`src/rtl/lane_gate_arbiter.sv`:
```
// Round-robin arbiter that lends the single gate controller to one entry lane at a time.
// It forwards the granted lane's signals and ends the session on controller status, withdrawal or PIN timeout.
module lane_gate_arbiter #(
    parameter int NUM_LANES   = 4,
    parameter int TIMEOUT_CYC = 16
) (
    input  logic                     Clk,
    input  logic                     Reset,
    input  logic [NUM_LANES-1:0]     Lane_req,
    input  logic [8*NUM_LANES-1:0]   Lane_pin,
    input  logic [NUM_LANES-1:0]     Lane_enter,
    input  logic [NUM_LANES-1:0]     Lane_termino,
    input  logic                     Ctl_Abierto,
    input  logic                     Ctl_Cerrado,
    input  logic                     Ctl_Bloqueo,
    output logic                     Vehiculo,
    output logic [7:0]               Pin,
    output logic                     enterPin,
    output logic                     Termino,
    output logic [NUM_LANES-1:0]     Grant,
    output logic                     Busy,
    output logic                     Timeout,
    output logic                     Lock_out
);

    localparam int IW = $clog2(NUM_LANES);
    localparam int TW = $clog2(TIMEOUT_CYC + 1);
    localparam logic [IW-1:0]        LAST_LANE = IW'(NUM_LANES - 1);
    localparam logic [IW:0]          LANES_W   = (IW + 1)'(NUM_LANES);
    localparam logic [TW-1:0]        T_LAST    = TW'(TIMEOUT_CYC - 1);
    localparam logic [NUM_LANES-1:0] ONE_HOT0  = NUM_LANES'(1);

    typedef enum logic [2:0] {
        S_IDLE     = 3'd0,
        S_WAIT_PIN = 3'd1,
        S_OPEN     = 3'd2,
        S_LOCKED   = 3'd3,
        S_RELEASE  = 3'd4
    } state_t;

    state_t                 r_state;
    state_t                 w_state_nxt;
    logic [NUM_LANES-1:0]   r_grant;
    logic [IW-1:0]          r_gidx;
    logic [IW-1:0]          r_rr_ptr;
    logic [TW-1:0]          r_timer;
    logic                   r_busy;
    logic                   r_timeout;
    logic                   r_lock_out;

    logic                   w_veh;
    logic [7:0]             w_pin;
    logic                   w_ent_raw;
    logic                   w_trm_raw;
    logic                   w_enter;
    logic                   w_termino;
    logic                   w_expire;
    logic                   w_found;
    logic [IW-1:0]          w_pick;
    logic [IW:0]            w_sum;
    logic [IW-1:0]          w_idx;

    // Select the granted lane's inputs; with no grant every muxed value is zero.
    always_comb begin
        w_veh     = |(Lane_req & r_grant);
        w_ent_raw = |(Lane_enter & r_grant);
        w_trm_raw = |(Lane_termino & r_grant);
        w_pin     = 8'd0;
        for (int i = 0; i < NUM_LANES; i++) begin
            w_pin = w_pin | (Lane_pin[8*i +: 8] & {8{r_grant[i]}});
        end
    end

    // enterPin only matters while a PIN is expected; Termino only once the gate is open.
    always_comb begin
        w_enter   = w_ent_raw & ((r_state == S_WAIT_PIN) || (r_state == S_LOCKED));
        w_termino = w_trm_raw & (r_state == S_OPEN);
    end

    // Round-robin search: first requesting lane at or after r_rr_ptr, wrapping.
    always_comb begin
        w_found = 1'b0;
        w_pick  = {IW{1'b0}};
        w_sum   = {(IW+1){1'b0}};
        w_idx   = {IW{1'b0}};
        for (int k = 0; k < NUM_LANES; k++) begin
            w_sum = {1'b0, r_rr_ptr} + (IW + 1)'(k);
            if (w_sum >= LANES_W) begin
                w_sum = w_sum - LANES_W;
            end else begin
                w_sum = w_sum;
            end
            w_idx = w_sum[IW-1:0];
            if (!w_found && Lane_req[w_idx]) begin
                w_found = 1'b1;
                w_pick  = w_idx;
            end else begin
                w_found = w_found;
            end
        end
    end

    // Session state transitions; Bloqueo beats Abierto, withdrawal beats timeout.
    always_comb begin
        w_state_nxt = r_state;
        w_expire    = 1'b0;
        case (r_state)
            S_IDLE: begin
                if (w_found) w_state_nxt = S_WAIT_PIN;
                else         w_state_nxt = S_IDLE;
            end
            S_WAIT_PIN: begin
                if (Ctl_Bloqueo)      w_state_nxt = S_LOCKED;
                else if (Ctl_Abierto) w_state_nxt = S_OPEN;
                else if (!w_veh)      w_state_nxt = S_RELEASE;
                else if ((r_timer >= T_LAST) && !w_enter) begin
                    w_state_nxt = S_RELEASE;
                    w_expire    = 1'b1;
                end else begin
                    w_state_nxt = S_WAIT_PIN;
                end
            end
            S_OPEN: begin
                if (Ctl_Bloqueo)                       w_state_nxt = S_LOCKED;
                else if (Ctl_Cerrado && !Ctl_Abierto)  w_state_nxt = S_RELEASE;
                else                                   w_state_nxt = S_OPEN;
            end
            S_LOCKED: begin
                if (Ctl_Abierto) w_state_nxt = S_OPEN;
                else             w_state_nxt = S_LOCKED;
            end
            S_RELEASE: w_state_nxt = S_IDLE;
            default:   w_state_nxt = S_IDLE;
        endcase
    end

    // State, status flags and grant bookkeeping.
    always_ff @(posedge Clk or negedge Reset) begin
        if (!Reset) begin
            r_state    <= S_IDLE;
            r_grant    <= {NUM_LANES{1'b0}};
            r_gidx     <= {IW{1'b0}};
            r_rr_ptr   <= {IW{1'b0}};
            r_timer    <= {TW{1'b0}};
            r_busy     <= 1'b0;
            r_timeout  <= 1'b0;
            r_lock_out <= 1'b0;
        end else begin
            r_state    <= w_state_nxt;
            r_timeout  <= w_expire;
            r_lock_out <= (w_state_nxt == S_LOCKED);
            if ((r_state == S_IDLE) && w_found) begin
                r_grant <= ONE_HOT0 << w_pick;
                r_gidx  <= w_pick;
                r_busy  <= 1'b1;
                r_timer <= {TW{1'b0}};
            end else if (w_state_nxt == S_RELEASE) begin
                r_grant  <= {NUM_LANES{1'b0}};
                r_busy   <= 1'b0;
                r_timer  <= {TW{1'b0}};
                r_rr_ptr <= (r_gidx == LAST_LANE) ? {IW{1'b0}} : (r_gidx + IW'(1));
            end else if (r_state == S_WAIT_PIN) begin
                r_timer <= w_enter ? {TW{1'b0}} : (r_timer + TW'(1));
            end else begin
                r_timer <= r_timer;
            end
        end
    end

    assign Vehiculo = w_veh;
    assign Pin      = w_pin;
    assign enterPin = w_enter;
    assign Termino  = w_termino;
    assign Grant    = r_grant;
    assign Busy     = r_busy;
    assign Timeout  = r_timeout;
    assign Lock_out = r_lock_out;

endmodule

```
`config.mk`:
```
export PLATFORM = sky130hd
export DESIGN_NAME = lane_gate_arbiter
export DESIGN_NICKNAME = d
export VERILOG_FILES = /design/src/rtl/lane_gate_arbiter.sv
export SDC_FILE = /design/constraint.sdc
export NUM_CORES = 1
export LEC_CHECK = 0
export ABC_AREA = 1
export CAP_MARGIN = 20
export CORE_MARGIN = 1
export CORE_UTILIZATION = 30
export DETAILED_ROUTE_END_ITERATION = 10
export GPL_TIMING_DRIVEN = 0
export PLACE_DENSITY = 0.72
export REMOVE_ABC_BUFFERS = 1
export SKIP_CTS_REPAIR_TIMING = 1
export SLEW_MARGIN = 10
export SYNTH_ARGS = -nofsm -noshare
export SYNTH_HDL_FRONTEND = slang
export SYNTH_SLANG_ARGS = --single-unit
export TNS_END_PERCENT = 1
```
`constraint.sdc`:
```
create_clock -name Clk -period 2.2 [get_ports Clk]
set_input_delay 0.44 -clock Clk [delete_from_list [all_inputs] [get_ports Clk]]
set_output_delay 0.44 -clock Clk [all_outputs]
set_load 0.01 [all_outputs]
```
==> impl_results.md <==
* Status: completed
* Input/output buffers at 66
* Root buffer cell: clkbuf_8
* # diodes at 0
* Worst path depth at 6
* Slew @ Worst Pin at 0.831 ns
* First-pass GRT wire length at 6420 um
* Clk_lat worst skew at 0.26 ns
* Max Cap Viol at 0
* Post-Synth XOR/XNOR Area at 0%
* Comb pwr share at 63.7%
* R2R depth at 13
* CP Capture Type: output pin
* Critical path class: in2out
* Initial core utilization at 31.2%
* FF+latch count, synth at 19
* Longest Clk Path Bufs at 2
* Placed standard-cell area at 2190 um^2
* Core Region at 4720 um^2
* Count leader, synth: nand2_1
* Worst Path Max Fanout at 6
* Synth top area share at 32.2%
* FF-to-FF Start: r_timer[0]
* Worst path cell trace: clkdlybuf4s50_1 -> nand2_1 -> nand2_1 -> o21ai_4 -> inv_1 -> clkdlybuf4s50_1
* Sequential-to-total area share from yosys stat at 32.2%
* Startpoint types: input port
* Final wirelength at 3960 um
* Internal Pwr Total at 1.28 mW
* Main area contributors after synthesis: dfrtp_1, nand2_1, inv_1
* CP startpoint: Lane_enter[0]
* Wirelength per Cell at 10.7 um
* DRC viols at 0
* Pwr Density at 1090 nW/um^2
* Clk_skew at 0.00243 ns
* Synth unique cells at 23
* Final Cycle Share at 99.4%
* Final worst path period need at 2.19 ns
* Worst hold slack at 0.502 ns
* Cell family with most CP delay: buffers and inverters
* Num CTS Buffers at 3
* Leak Pwr at 1.09 nW
* GRT overflow at 0
* Final nets at 355
* Net Sw Power at 1.19 mW
* Post-synth EDFFs at 0
* R2r endpoint: Grant[2]
* Portion of netlist area occupied by mux cells at 0%
* Worst path required time at 1.76 ns
* Yosys Warn Count at 0
* Vias at 1698
* Mapped Area at 1480 um^2
* Die Area at 5200 um^2
* Synth Instances at 236
* Synth Area in Adders at 2.54%
* Area leader, netlist: dfrtp_1
* Total track usage at 15.4%
* RSZ-0062 raised after global routing: yes
* Initial antenna violation count at 0
* Hpwl dp at 3070 um
* Synth top cells by count: nand2_1, inv_1, dfrtp_1, nor2_1
* Vias in the first global route at 1538
* Clk pin slew, worst setup/hold paths at 0.07 ns
* Layout cell share with drive strength beyond 1 at 9.27%
* CP max stage delay at 0.52 ns
* Die Wd at 72.1 um
* Detailed router's first-iteration violation count at 106
* Simple-gate share of the synthesized area at 51.1%
* Remaining antenna violation count after routing at 0
* WP buf/inv at 3
* Power share of the clock group at 9.7%
* Placer Congestion at 0.881
* Std-Cell Rows at 25
* Die height at 72.1 um
* Endpoints failing hold at 0
* Post-route cell area at 2260 um^2
* Avg Inst Size Synth at 6.25 um^2
* Switching share of total power at 48.1%
* Pin count of the biggest net entering global routing at 20
* Pwr Total at 2.47 mW
* CP endpoint: enterPin
* Share of total power in sequential cells at 26.6%
* Finished Core Util at 47.8%
* Max-slew violations at 0
* Reg-to-reg slack, setup at 0.33 ns
* Final worst slack at 0.0137 ns
* CTS tree: done
* Endpoints failing setup at 0
* Async SR Flop Fraction at 100%
* Main synth FF type: dfrtp_1
* Vias per cell at 4.60
* VDD IR max at 0.335 mV
* Hold WC Path Type: reg2reg
* Synth Area in Compound Gates at 5.77%
* DRT Pass-1 Iters at 4
* Largest family of logic cells by synthesized area: simple AND/OR/NAND/NOR gates
* Number of H-tree branching levels at 1
* Area growth, synth to finish at 53.2%
* Max Fclk at 457 MHz
* Relative slew slack at 44.4%
* Crit path arrival time at 1.75 ns
* Dpl ws at -0.0495 ns
* Clock sinks at 19
* Io pins at 67
* CP max-delay cell: clkdlybuf4s50_1
-- per-layer routing --
metal,part of all wire (%),vias up,track usage (%)
met2,49,57,27.0
met4,1.6,0,5.66
li1,-,885,-
met5,0,-,0
met3,7.0,6,2.92
met1,43,750,18.6
-- power groups by stage --
stage               sequential (mW)  combinational (mW)  clock [mW]
floorplan                     0.620                1.01           0
global placement              0.659                1.53           0
global route                  0.684                1.78       0.262
finish                        0.658                1.57       0.241
CTS                           0.654                1.56       0.248
detailed placement            0.663                1.56           0
-- sequential cells by signal, summed over array words and instances (netlist names) --
register / count
Busy: 1
r_state: 3
r_gidx: 2
Lock_out: 1
r_timer: 5
r_rr_ptr: 2
Grant: 4
Timeout: 1
-- cell families after synthesis --
family,Yosys count
buf+inv,29
flops,19
simple gates,170
fa+ha+maj,3
compound gates,15
-- how the worst min path moves through the flow --
stage / depth (start not counted) / from / to / slack (ns)
global placement: 2 / r_gidx[1] / r_gidx[1] / 0.49
detailed placement: 2 / r_gidx[1] / r_gidx[1] / 0.49
finish: 2 / r_gidx[1] / r_gidx[1] / 0.50
floorplan: 0 / Reset / Busy / 0.14
CTS: 2 / r_gidx[1] / r_gidx[1] / 0.51
global route: 2 / r_gidx[1] / r_gidx[1] / 0.56
-- cell usage in the layout, fill, tap and decap left out --
cell type and count:
a21oi_1 5, a41oi_1 1, buf_4 1, clkbuf_8 3, clkdlybuf4s50_1 65, clkinv_2 1, dfrtp_1 15, dfrtp_2 4
dlymetal6s2s_1 1, ha_1 3, inv_1 21, inv_2 2, inv_4 1, nand2_1 109, nand2_2 8, nand2_4 2
nand3_1 12, nand3_2 2, nand3b_1 1, nand4_1 12, nor2_1 18, nor2_2 1, nor2_4 2, nor3_1 3
o21ai_0 5, o21ai_1 1, o21ai_4 1, o22ai_1 2
-- metrics by stage --
step | instances | setup TNS [ns]
finish | 369 | 0
global route | 369 | -0.0630
CTS | 368 | -0.188
detailed placement | 364 | -0.0566
global placement | 364 | -0.0705
floorplan | 231 | 0
-- worst register-to-register path: cells and delay by family (launching register included) --
kind          cells  cell delay [ns]
flops             1             0.43
simple gates     11             0.98
fa+ha+maj         2             0.39
-- final cells by class --
cell class / instances / area [um^2]
fillers: 483 / 2460
multi-input cells: 188 / 886
repair buffers: 67 / 671
flip-flops and latches: 19 / 480
inverters: 24 / 92.6
well taps: 67 / 83.8
clock buffers: 3 / 41.3
clock inverters: 1 / 5.00
Note: power is estimated with default switching activity, not from simulation.
